<file path="src/rtl/vga_fb_arbiter.sv">
// vga_fb_arbiter
//   Single-port framebuffer arbiter. It sits between the VGA scan-out fetcher,
//   a drawing client and a built-in frame-clear engine. Each cycle it grants at
//   most one RAM access. Scan-out reads always win. Writes are blocked while a
//   clear is running, so draws land after the fill.
//
// Ports
//   VGA_CLK, RESET_N            pixel clock, async active-low reset
//   rd_req/rd_addr              scan-out read request (held until granted)
//   rd_gnt                      read issued this cycle (combinational)
//   rd_valid/rd_data            read result, one cycle after rd_gnt
//   wr_req/wr_addr/wr_data      drawing-client write request
//   wr_gnt                      write accepted this cycle (combinational)
//   clr_start/clr_color         start a frame fill with clr_color
//   clr_busy/clr_done           fill in progress / last fill write issued
//   mem_en/mem_we/mem_addr/
//   mem_wdata/mem_rdata         synchronous single-port RAM interface
module vga_fb_arbiter #(
  parameter int ADDR_W   = 19,
  parameter int DATA_W   = 12,
  parameter int FB_DEPTH = 480000
) (
  input  logic              VGA_CLK,
  input  logic              RESET_N,
  input  logic              rd_req,
  input  logic [ADDR_W-1:0] rd_addr,
  output logic              rd_gnt,
  output logic              rd_valid,
  output logic [DATA_W-1:0] rd_data,
  input  logic              wr_req,
  input  logic [ADDR_W-1:0] wr_addr,
  input  logic [DATA_W-1:0] wr_data,
  output logic              wr_gnt,
  input  logic              clr_start,
  input  logic [DATA_W-1:0] clr_color,
  output logic              clr_busy,
  output logic              clr_done,
  output logic              mem_en,
  output logic              mem_we,
  output logic [ADDR_W-1:0] mem_addr,
  output logic [DATA_W-1:0] mem_wdata,
  input  logic [DATA_W-1:0] mem_rdata
);

  typedef enum logic {IDLE, CLEAR} state_t;

  localparam logic [ADDR_W-1:0] LAST_ADDR = ADDR_W'(FB_DEPTH - 1);

  state_t            state, state_nxt;
  logic [ADDR_W-1:0] clr_cnt, clr_cnt_nxt;
  logic [DATA_W-1:0] clr_color_q, clr_color_nxt;
  logic              clr_last;
  logic              rd_hit_q;
  logic              rd_in_range;
  logic              wr_in_range;

  assign rd_in_range = (rd_addr <= LAST_ADDR);
  assign wr_in_range = (wr_addr <= LAST_ADDR);

  always_ff @(posedge VGA_CLK or negedge RESET_N) begin
    if (!RESET_N) begin
      state       <= IDLE;
      clr_cnt     <= '0;
      clr_color_q <= '0;
      rd_valid    <= 1'b0;
      rd_hit_q    <= 1'b0;
      clr_done    <= 1'b0;
    end else begin
      state       <= state_nxt;
      clr_cnt     <= clr_cnt_nxt;
      clr_color_q <= clr_color_nxt;
      rd_valid    <= rd_gnt;
      // Out-of-range reads never strobe the RAM, so their result is forced to 0.
      rd_hit_q    <= rd_gnt & rd_in_range;
      clr_done    <= clr_last;
    end
  end

  always_comb begin
    state_nxt     = state;
    clr_cnt_nxt   = clr_cnt;
    clr_color_nxt = clr_color_q;
    clr_last      = 1'b0;
    rd_gnt        = 1'b0;
    wr_gnt        = 1'b0;
    mem_en        = 1'b0;
    mem_we        = 1'b0;
    mem_addr      = '0;
    mem_wdata     = '0;

    if (rd_req) begin
      rd_gnt   = 1'b1;
      mem_en   = rd_in_range;
      mem_addr = rd_addr;
    end else begin
      unique case (state)
        IDLE: begin
          if (wr_req) begin
            // Out-of-range writes are acknowledged but never reach the RAM.
            wr_gnt    = 1'b1;
            mem_en    = wr_in_range;
            mem_we    = wr_in_range;
            mem_addr  = wr_addr;
            mem_wdata = wr_data;
          end
        end
        CLEAR: begin
          mem_en    = 1'b1;
          mem_we    = 1'b1;
          mem_addr  = clr_cnt;
          mem_wdata = clr_color_q;
          if (clr_cnt == LAST_ADDR) begin
            clr_last    = 1'b1;
            clr_cnt_nxt = '0;
            state_nxt   = IDLE;
          end else begin
            clr_cnt_nxt = clr_cnt + ADDR_W'(1);
          end
        end
        default: ;
      endcase
    end

    // The start cycle itself still arbitrates as IDLE; the fill begins next cycle.
    if (state == IDLE && clr_start) begin
      state_nxt     = CLEAR;
      clr_cnt_nxt   = '0;
      clr_color_nxt = clr_color;
    end
  end

  assign clr_busy = (state == CLEAR);
  assign rd_data  = rd_hit_q ? mem_rdata : '0;

endmodule

</file>
<file path="config.mk">
export PLATFORM = sky130hd
export DESIGN_NAME = vga_fb_arbiter
export DESIGN_NICKNAME = d
export VERILOG_FILES = /design/src/rtl/vga_fb_arbiter.sv
export SDC_FILE = /design/constraint.sdc
export NUM_CORES = 1
export LEC_CHECK = 0
export BUFFER_PORTS_ARGS = -buffer_cell sky130_fd_sc_hd__buf_2
export CORE_UTILIZATION = 35
export DETAILED_ROUTE_END_ITERATION = 6
export PLACE_DENSITY = 0.68
export SETUP_SLACK_MARGIN = 0.02
export SYNTH_ARGS = -nofsm -noshare
export SYNTH_HDL_FRONTEND = slang
export SYNTH_SLANG_ARGS = --single-unit
</file>
<file path="constraint.sdc">
create_clock -name VGA_CLK -period 1.8 [get_ports VGA_CLK]
set_input_delay 0.18 -clock VGA_CLK [delete_from_list [all_inputs] [get_ports VGA_CLK]]
set_output_delay 0.18 -clock VGA_CLK [all_outputs]
set_load 0.05 [all_outputs]
</file>
==> results of run 1 <==
==> worst min path at each step <==
| stage | to | cells after the start | start |
|---|---|---|---|
| detailed placement | clr_color_q[6] | 1 | RESET_N |
| global route | clr_color_q[1] | 3 | clr_color[1] |
| CTS | clr_color_q[6] | 3 | clr_color[6] |
| global placement | clr_color_q[6] | 1 | RESET_N |
| finish | clr_color_q[1] | 3 | clr_color[1] |
| floorplan | clr_busy | 0 | RESET_N |
==> layout make-up <==
cell class	instances	area (um2)	area share [%]
Tap cell	77	96.34	2.346
Clock buffer	6	82.58	2.011
Inverter	5	18.77	0.4570
Sequential cell	35	877.1	21.36
Timing Repair Buffer	179	1306	31.81
Multi-Input combinational cell	245	1720	41.90
Clock inverter	1	5.005	0.1219
==> worst min-delay path, stage by stage <==
cell	delay (ns)
buf_2	0.07
nand2_1	0.04
nand2_1	0.04
==> through the flow <==
| step | setup TNS, ns | instance area [um2] | worst slack, ns | utilization [%] | instances |
|---|---|---|---|---|---|
| after floorplan | 0 | 2619 | 0.02118 | - | 309 |
| after global placement | -0.03220 | 3513 | -0.03220 | 54.70 | 528 |
| after detailed placement | -0.07160 | 3513 | -0.05914 | 54.70 | 528 |
| after CTS | -0.09964 | 3719 | -0.05112 | 57.90 | 542 |
| after global routing | -1.967 | 4106 | -0.1297 | 63.94 | 548 |
| final | -0.1729 | 4106 | -0.05521 | 63.94 | 548 |
==> kinds of logic after synthesis <==
logic type	after synthesis
and+or+nand+nor	143
AOI/OAI and AO/OA	98
DFF	35
buffers and inverters	30
muxes	2
adders and majority gates	1
==> flip-flops by register name, summed over array words and instances (netlist names) <==
| signal | count |
|---|---|
| clr_cnt | 19 |
| rd_valid | 1 |
| rd_hit_q | 1 |
| clr_done | 1 |
| clr_color_q | 12 |
| clr_busy | 1 |
==> routing by layer <==
layer	GRT usage, %	vias up	routed length (um)
li1	-	1430	-
met1	27.26	1385	3378
met2	41.73	131	4501
met3	3.835	20	580
met4	7.210	0	169
met5	0	-	0
==> synth_stat cells, types with 2 or more instances <==
cell,instances
a211o_1,2
and2_1,12
o31ai_1,2
a31oi_1,4
o21ai_0,31
nor4_1,4
buf_6,2
nand3b_1,2
inv_1,5
clkbuf_1,19
nor2b_1,3
a22oi_1,17
a41oi_1,2
nand2_1,78
dfrtp_1,35
nand4_1,6
a22o_1,13
or3_1,2
nor2_1,14
nand3_1,11
o21ai_1,2
buf_2,2
a21oi_1,16
a21o_1,3
and3_1,2
==> timing repair <==
| action | 4_1_cts | 5_1_grt |
|---|---|---|
| gates cloned | 1 | 3 |
| endpoints found under the hold margin | 16 | 0 |
| hold buffers | 1 | 0 |
| buffers inserted | 5 | 3 |
| setup endpoints to repair | 28 | 48 |
| gates resized for setup | 20 | 108 |
| pin swaps | 0 | 9 |
==> layout by cell type (no fill, tap or decap), types with 3 or more instances in the layout <==
master     n
a22o_2     4
o21ai_0    6
buf_2     96
a21oi_2    4
o21ai_1    8
a21oi_1   13
a22oi_2    9
clkbuf_8   6
a31oi_1    4
buf_8      7
dfrtp_1   34
nand2_1   78
nor2_1    13
nand4_1    6
o21ai_4   17
a21o_1     3
inv_1      5
a22oi_1    8
and2_1    12
buf_6     28
nand3_1   11
a22o_1     4
a22o_4     5
buf_4     44
==> power by group through the flow <==
| stage | Sequential [uW] | Combinational, uW | Clock, uW |
|---|---|---|---|
| CTS | 989 | 1270 | 597 |
| floorplan | 1010 | 831 | 0 |
| finish | 999 | 1470 | 576 |
| detailed placement | 1010 | 1210 | 0 |
| global route | 1020 | 1560 | 638 |
| global placement | 1000 | 1200 | 0 |
==> metrics.csv, run 1 <==
stage;metric;value;unit
sta;drv_slew;0;
clocking;htreeDepth;2;
critical_path;worstPathMaxFanout;6;
route;first_pass_iters;7;
power_and_ir_drop;power_frac_comb;48.3;%
critical_path;cp-end-kind;flop;
critical_path;reg2reg_to;clr_cnt[0];
logic_synthesis;synth_top_family_by_area;simple AND/OR/NAND/NOR gates;
floorplanning;fp-row-count;29;
power_and_ir_drop;powerDensity;741.4;nW/um2
route;route.detailed.drc;30;
logic_synthesis;yosys.area_share.simple;28.91;%
power_and_ir_drop;intPower;1818;uW
route;via_count;2966;
placement;place_congestion;0.8870;
route;ant_nets;0;
power_and_ir_drop;p_leak;0.001956;uW
floorplanning;io_pins;129;
logic_synthesis;avgSynthCellArea;7.661;um2
route;wl;8.629;mm
clocking;worst_skew_pair.late_latency;0.28;ns
logic_synthesis;ys_warn_count;0;
critical_path;worstPathCellList;or4b_4, nor4_4, a21oi_4, buf_6, mux2_2;
power_and_ir_drop;clockPowerShare;18.9;%
critical_path;slowest_delay;0.55;ns
sta;rsz0062_at_grt;yes;
finish;drive_above_1_share;50.96;%
min_path;hold_class;input port to flop;
floorplanning;core;6422;um2
logic_synthesis;async_reset_ff_share;100.0;%
critical_path;start_kind;flop;
critical_path;rr_worst_depth;5;
global_routing;grt-ovfl-total;0;
floorplanning;start_util;36.86;%
clocking;cts_tree;done;
finish;n_fill_cell;555;
global_routing;grt_max_degree;40;
power_and_ir_drop;vdd_drop_max;504.8;uV
logic_synthesis;synth_edf_count;0;
global_routing;grt_pass1_wl;13.16;mm
power_and_ir_drop;p_sw;1226;uW
finish;nets;551;
critical_path;critPathSlowestCell;or4b_4;
logic_synthesis;synth_nets;389;
sta;timing.fmax;539.0;MHz
finish;antennaDiodeCount;0;
logic_synthesis;synth_xor_area_share;0;%
sta;fin_worst_skew;0.004890;ns
logic_synthesis;synth-compound-area-share;27.01;%
critical_path;required;1.96;ns
critical_path;r2r_start;clr_cnt[11];
logic_synthesis;synthAdderAreaFrac;0.5285;%
global_routing;grt_usage;22.83;%
clocking;cts-buffers-inserted;5;
logic_synthesis;synthFlopType;dfrtp_1;
placement;port_buffers;128;
logic_synthesis;synth_seq_cells;35;
logic_synthesis;synth_mux_area_share;0.8985;%
sta;worstMarginPinSlew;0.4232;ns
critical_path;reg2reg_setup_slack;-0.06;ns
floorplanning;die_w;84.24;um
logic_synthesis;yosys-top-cells-area;dfrtp_1, nand2_1, o21ai_0;
run_status;status;finished with violations;
finish;syn_to_final_growth;73.47;%
floorplanning;die-area;7096;um2
sta;relSlewSlack;71.68;%
floorplanning;dieHeight;84.24;um
sta;fin_hold_ws;0.08723;ns
logic_synthesis;synth_top_area_share;37.00;%
clocking;clockBufferDepth;2;
flow_run;cap_violations;0;
critical_path;path_class;flop to flop;
sta;final.min_clock_period;1.855;ns
clocking;path_clk_slew;0.07;ns
route;drt_iter0_drc;241;
critical_path;arrival;2.02;ns
power_and_ir_drop;seqPwrFrac;32.8;%
logic_synthesis;yosysUniqueCellTypes;45;
global_routing;grt_pass1_vias;2891;
placement;dp_hpwl;6.039;mm
logic_synthesis;syn-instance-count;309;
logic_synthesis;netlist_area;2367;um2
power_and_ir_drop;fin_total_pwr;3044;uW
sta;report.final.hold_viol_count;0;
sta;setup_ws;-0.05521;ns
critical_path;cp-endpoint;clr_cnt[0];
sta;setup_viol;11;
run_status;violations;design-rule violations, negative setup slack;
critical_path;crit_start;clr_cnt[11];
clocking;clock-sinks;35;
clocking;ctsRootBufferMaster;clkbuf_8;
logic_synthesis;yosys.area.top_type;dfrtp_1;
sta;timing.final.crit_share;103.1;%
logic_synthesis;ys_seq_area_share;37.00;%
power_and_ir_drop;switching_share;40.28;%
critical_path;cp.depth;5;
global_routing;antenna_found_initial;0;
route;via_per_inst;5.412;
critical_path;path_delay_family;simple AND/OR/NAND/NOR gates;
critical_path;critPathBufInv;1;
route;wl_per_cell;15.75;um
Note: power is estimated with default switching activity, not from simulation.
==> run 2: changes to the inputs <==
--- a/config.mk
+++ b/config.mk
@@ -6,9 +6,9 @@
 export NUM_CORES = 1
 export LEC_CHECK = 0
 export BUFFER_PORTS_ARGS = -buffer_cell sky130_fd_sc_hd__buf_2
-export CORE_UTILIZATION = 35
+export CORE_UTILIZATION = 41
 export DETAILED_ROUTE_END_ITERATION = 6
-export PLACE_DENSITY = 0.68
+export PLACE_DENSITY = 0.77
 export SETUP_SLACK_MARGIN = 0.02
 export SYNTH_ARGS = -nofsm -noshare
 export SYNTH_HDL_FRONTEND = slang
==> run 2 against run 1 <==
Against the previous run:
- the run ends with negative setup slack left
- final cell count shrank 2.0%
- wire length rose by 2.1%
- fmax is 0.62% lower
- largest cell class unchanged
- critical endpoint unchanged
- clock-buffer cell count is 1 higher
- critical path depth unchanged
==> metrics.csv, run 2 (synthesis results as in run 1) <==
stage;metric;value;unit
floorplanning;io_pins;129;
global_routing;grt_max_degree;41;
sta;worstMarginPinSlew;0.5307;ns
sta;fin_hold_ws;0.08178;ns
placement;port_buffers;128;
finish;nets;544;
min_path;hold_class;input port to flop;
power_and_ir_drop;p_leak;0.001906;uW
sta;timing.fmax;535.7;MHz
floorplanning;die_w;77.99;um
clocking;ctsRootBufferMaster;clkbuf_8;
power_and_ir_drop;powerDensity;752.0;nW/um2
run_status;status;finished with violations;
floorplanning;core;5540;um2
sta;rsz0062_at_grt;yes;
run_status;violations;negative setup slack;
finish;antennaDiodeCount;0;
sta;setup_tns;-0.1224;ns
finish;syn_to_final_growth;72.78;%
placement;dp_hpwl;5.944;mm
route;via_count;3066;
sta;relSlewSlack;64.53;%
finish;reg_top3;clr_cnt x19, clr_color_q x12;
clocking;clock-sinks;35;
sta;report.final.hold_viol_count;0;
critical_path;path_delay_family;simple AND/OR/NAND/NOR gates;
global_routing;grt_usage;26.43;%
route;drt_iter0_drc;254;
global_routing;antenna_found_initial;0;
finish;drive_above_1_share;55.05;%
power_and_ir_drop;power_frac_comb;46.7;%
sta;final.min_clock_period;1.867;ns
flow_run;cap_violations;0;
critical_path;worstPathCellList;or4b_4, nor4_4, a21oi_4, buf_6, mux2_2;
power_and_ir_drop;p_sw;1246;uW
critical_path;cp-end-kind;flop;
clocking;worst_skew_pair.late_latency;0.29;ns
route;wl_per_cell;16.41;um
sta;fin_worst_skew;0.01149;ns
clocking;htreeDepth;2;
power_and_ir_drop;switching_share;40.51;%
global_routing;grt_pass1_wl;12.71;mm
power_and_ir_drop;intPower;1830;uW
route;wl;8.813;mm
critical_path;path_class;flop to flop;
floorplanning;fp-row-count;27;
sta;drv_slew;0;
clocking;cts_tree;done;
route;via_per_inst;5.709;
power_and_ir_drop;vdd_drop_max;565.1;uV
route;route.detailed.drc;0;
power_and_ir_drop;seqPwrFrac;32.5;%
power_and_ir_drop;clockPowerShare;20.8;%
clocking;clockBufferDepth;2;
sta;timing.final.crit_share;103.7;%
sta;setup_ws;-0.06676;ns
finish;final_common_cell;buf_2;
clocking;cts-buffers-inserted;5;
critical_path;slowest_delay;0.56;ns
finish;layout_common_cells;buf_2, nand2_1, buf_4;
clocking;path_clk_slew;0.07;ns
critical_path;critPathSlowestCell;or4b_4;
floorplanning;start_util;42.73;%
route;ant_nets;0;
global_routing;grt_pass1_vias;2776;
power_and_ir_drop;fin_total_pwr;3076;uW
critical_path;critPathBufInv;1;
route;first_pass_iters;7;
finish;top_register;clr_cnt;
finish;n_fill_cell;395;
critical_path;worstPathMaxFanout;8;
critical_path;arrival;2.04;ns
critical_path;required;1.97;ns
global_routing;grt-ovfl-total;0;
finish;largest_reg_flops;19;
sta;setup_viol;6;
floorplanning;dieHeight;77.99;um
critical_path;start_kind;flop;
placement;place_congestion;0.9427;
floorplanning;die-area;6082;um2
-- run 2: area by class of cell --
class                   count  area, um2  share of cell area [%]
multi-input cells         244       1778                   43.47
repair buffers            173       1221                   29.86
flip-flops and latches     35      878.3                   21.47
clock buffers               7      96.34                   2.355
well taps                  72      90.09                   2.203
inverters                   5      18.77                  0.4589
clock inverters             1      7.507                  0.1835
-- run 2: worst reg2reg max path: cells and delay by family, from the launching register on --
family / cells / cell delay, ns
multiplexers: 1 / 0.25
flip-flops: 1 / 0.41
buffers and inverters: 1 / 0.17
AO/OA/AOI/OAI: 1 / 0.16
AND/OR/NAND/NOR: 2 / 0.77
-- run 2: path summary, 6_finish.rpt --
kind                                start             end  slack (ns)  cells after the start
max                           clr_cnt[11]      clr_cnt[0]       -0.07                      5
min                          clr_color[3]  clr_color_q[3]        0.08                      3
max reg2reg                   clr_cnt[11]      clr_cnt[0]       -0.07                      5
min reg2reg                clr_color_q[7]  clr_color_q[7]        0.48                      2
max in group asynchronous         RESET_N      clr_cnt[9]        0.94                      3
min in group asynchronous         RESET_N  clr_color_q[0]        0.35                      2
-- run 2: stage by stage --
| stage | utilization (%) | instance area (um2) | std cells | setup WS, ns |
|---|---|---|---|---|
| floorplan | - | 2619 | 309 | 0.02118 |
| global placement | 62.62 | 3470 | 518 | 0.01392 |
| detailed placement | 62.62 | 3470 | 518 | -0.02861 |
| CTS | 68.18 | 3777 | 530 | -0.007644 |
| global route | 73.83 | 4090 | 537 | -0.1270 |
| finish | 73.83 | 4090 | 537 | -0.06676 |
-- run 2: power groups by stage --
| stage | Sequential, uW | Clock, uW | Combinational, uW |
|---|---|---|---|
| final | 999 | 640 | 1440 |
| after global routing | 1020 | 677 | 1520 |
| after CTS | 997 | 659 | 1250 |
| after detailed placement | 1010 | 0 | 1180 |
| after global placement | 1010 | 0 | 1150 |
| after floorplan | 1010 | 0 | 831 |
-- run 2: what timing repair did --
item / 4_1_cts / 5_1_grt
cloned: 0 / 4
resized for setup: 46 / 83
pin swaps: 1 / 9
hold buffers: 1 / 0
endpoints found under the setup margin: 38 / 51
buffers inserted: 3 / 3
endpoints found under the hold margin: 16 / 0
-- run 2: layer usage --
metal  routed length, um  GRT usage (%)
met5                   0              0
met4                 174          9.074
met3                 609          4.235
met2                4701          49.47
met1                3326          30.19
==> run 3: changes to the inputs <==
--- a/config.mk
+++ b/config.mk
@@ -6,10 +6,12 @@
 export NUM_CORES = 1
 export LEC_CHECK = 0
 export BUFFER_PORTS_ARGS = -buffer_cell sky130_fd_sc_hd__buf_2
+export CORE_MARGIN = 3
 export CORE_UTILIZATION = 41
 export DETAILED_ROUTE_END_ITERATION = 6
 export PLACE_DENSITY = 0.77
 export SETUP_SLACK_MARGIN = 0.02
+export SKIP_LAST_GASP = 1
 export SYNTH_ARGS = -nofsm -noshare
 export SYNTH_HDL_FRONTEND = slang
 export SYNTH_SLANG_ARGS = --single-unit
==> run 3 against run 2 <==
Against the previous run:
- the run still ends with negative setup slack left
- non-clock buffer count shrank 2
- worst hold slack worse by 0.010 ns
- clock skew decreased by 0.00097 ns
- first-iteration DRC count shrank 28%
- register-to-register slack about the same
- sequential cell count is the same
- clock-buffer cell count is 2 lower
- clock power grew 12%
- final cell count fell by 0.37%
- fmax is 0.29% lower
- sequential share of layout area decreased by 0.61 points
- cell area is 2.9% higher
- highest routed layer unchanged
==> metrics.csv, run 3 (synthesis results as in run 1) <==
stage;metric;value;unit
floorplanning;fp-row-count;27;
global_routing;grt_max_degree;40;
critical_path;cp-end-kind;flop;
route;via_count;3036;
finish;largest_reg_flops;19;
placement;pre_cts_slack;-0.06514;ns
finish;fin_cells;535;
clocking;clock-sinks;35;
sta;timing.fmax;534.2;MHz
power_and_ir_drop;powerDensity;768.5;nW/um2
run_status;status;finished with violations;
route;route.detailed.drc;0;
critical_path;path_class;flop to flop;
power_and_ir_drop;vdd_drop_max;718.0;uV
sta;worstMarginPinSlew;0.7963;ns
finish;regArea;878.3;um2
global_routing;grt_pass1_wl;12.59;mm
finish;top_register;clr_cnt;
sta;fin_worst_skew;0.01052;ns
finish;syn_to_final_growth;77.85;%
finish;fin_util;75.99;%
sta;setup_ws;-0.07211;ns
route;via_per_inst;5.675;
clocking;cts_tree;done;
clocking;ctsRootBufferMaster;clkbuf_8;
sta;relSlewSlack;46.86;%
finish;multi_input_area;1822;um2
finish;layout_common_cells;buf_2, nand2_1, dfrtp_1;
sta;drv_slew;0;
min_path;hold_class;input port to flop;
placement;place_inst;520;
route;wl;9.244;mm
clocking;cts-buffers-inserted;5;
floorplanning;core;5540;um2
floorplanning;start_util;42.73;%
power_and_ir_drop;p_leak;0.001959;uW
route;ant_nets;0;
flow_run;cap_violations;0;
critical_path;worstPathMaxFanout;8;
floorplanning;dieHeight;81.99;um
sta;rsz0062_at_grt;yes;
placement;port_buffers;128;
clocking;clockBufferDepth;2;
finish;nets;542;
global_routing;grt_pass1_vias;2659;
sta;setup_viol;22;
global_routing;grt-ovfl-total;0;
sta;final.min_clock_period;1.872;ns
clocking;path_clk_slew;0.08;ns
clocking;htreeDepth;2;
clocking;worst_skew_pair.late_latency;0.29;ns
placement;place_congestion;0.9031;
power_and_ir_drop;fin_total_pwr;3236;uW
critical_path;required;1.98;ns
sta;timing.final.crit_share;104.0;%
run_status;violations;negative setup slack;
finish;final_common_cell;buf_2;
placement;dp_hpwl;6.239;mm
critical_path;start_kind;flop;
sta;report.final.hold_viol_count;0;
finish;n_fill_cell;358;
global_routing;antenna_found_initial;0;
route;first_pass_iters;5;
route;drt_iter0_drc;183;
global_routing;grt_usage;24.42;%
finish;drive_above_1_share;53.78;%
route;wl_per_cell;17.28;um
floorplanning;die-area;6722;um2
floorplanning;die_w;81.99;um
critical_path;arrival;2.05;ns
finish;reg_top3;clr_cnt x19, clr_color_q x12;
floorplanning;io_pins;129;
finish;antennaDiodeCount;0;
run 3: cell types whose count changed in the layout (fill, tap and decap cells not counted), moves of 2 or more:
cell      change
buf_2         -2
a22o_2        -9
clkbuf_8      -2
buf_6        +12
a21oi_2       -4
a21oi_1       +5
buf_8         +5
nor2_2        +2
a22o_4        +9
buf_4        -17
run 3: repair_timing:
item,in CTS,in global routing
cloned,2,1
resized for setup,61,80
pin swaps,3,25
hold buffers,1,0
setup buffers,0,3
endpoints found under the setup margin,44,48
endpoints found under the hold margin,18,0
run 3: worst paths after layout:
path	startpoint	cells past startpoint	end	slack, ns
setup / recovery	clr_cnt[11]	5	clr_cnt[0]	-0.07
hold / removal	clr_color[5]	3	clr_color_q[5]	0.07
setup reg to reg	clr_cnt[11]	5	clr_cnt[0]	-0.07
hold reg to reg	clr_color_q[1]	2	clr_color_q[1]	0.49
max in group asynchronous	RESET_N	3	clr_cnt[9]	0.91
min in group asynchronous	RESET_N	2	clr_color_q[7]	0.36
run 3: worst max-delay path: stages, from the launching register on:
cell and delay [ns]:
dfrtp_1 0.40, or4b_4 0.56, nor4_4 0.22, a21oi_4 0.16, buf_12 0.17, mux2_2 0.26
run 3: area by class of cell:
type / count / share of cell area (%)
multi-input combinational: 244 / 43.27
timing repair buffer: 171 / 30.61
sequential: 35 / 20.86
tap: 72 / 2.140
clock buffer: 5 / 1.634
clock inverter: 3 / 1.040
inverter: 5 / 0.4458
run 3: through the flow:
stage / area (um2) / hold slack, ns / setup TNS, ns
after floorplan: 2619 / -0.1156 / 0
after global placement: 3497 / 0.1510 / -0.01485
after detailed placement: 3497 / 0.1531 / -0.2646
after CTS: 3820 / 0.06502 / -0.7398
after global routing: 4210 / 0.06914 / -2.409
final: 4210 / 0.07143 / -0.5128
run 3: per-layer routing:
layer	global-route usage, %	routed length [um]
met1	28.05	3458
met2	44.91	4867
met3	5.044	655
met4	7.641	262
met5	0	0
run 3: report_power, final:
| part | total, uW | internal, uW | switching (uW) |
|---|---|---|---|
| clock | 716 | 412 | 303 |
| combinational | 1500 | 624 | 878 |
| sequential | 1020 | 912 | 106 |
| total | 3240 | 1950 | 1290 |
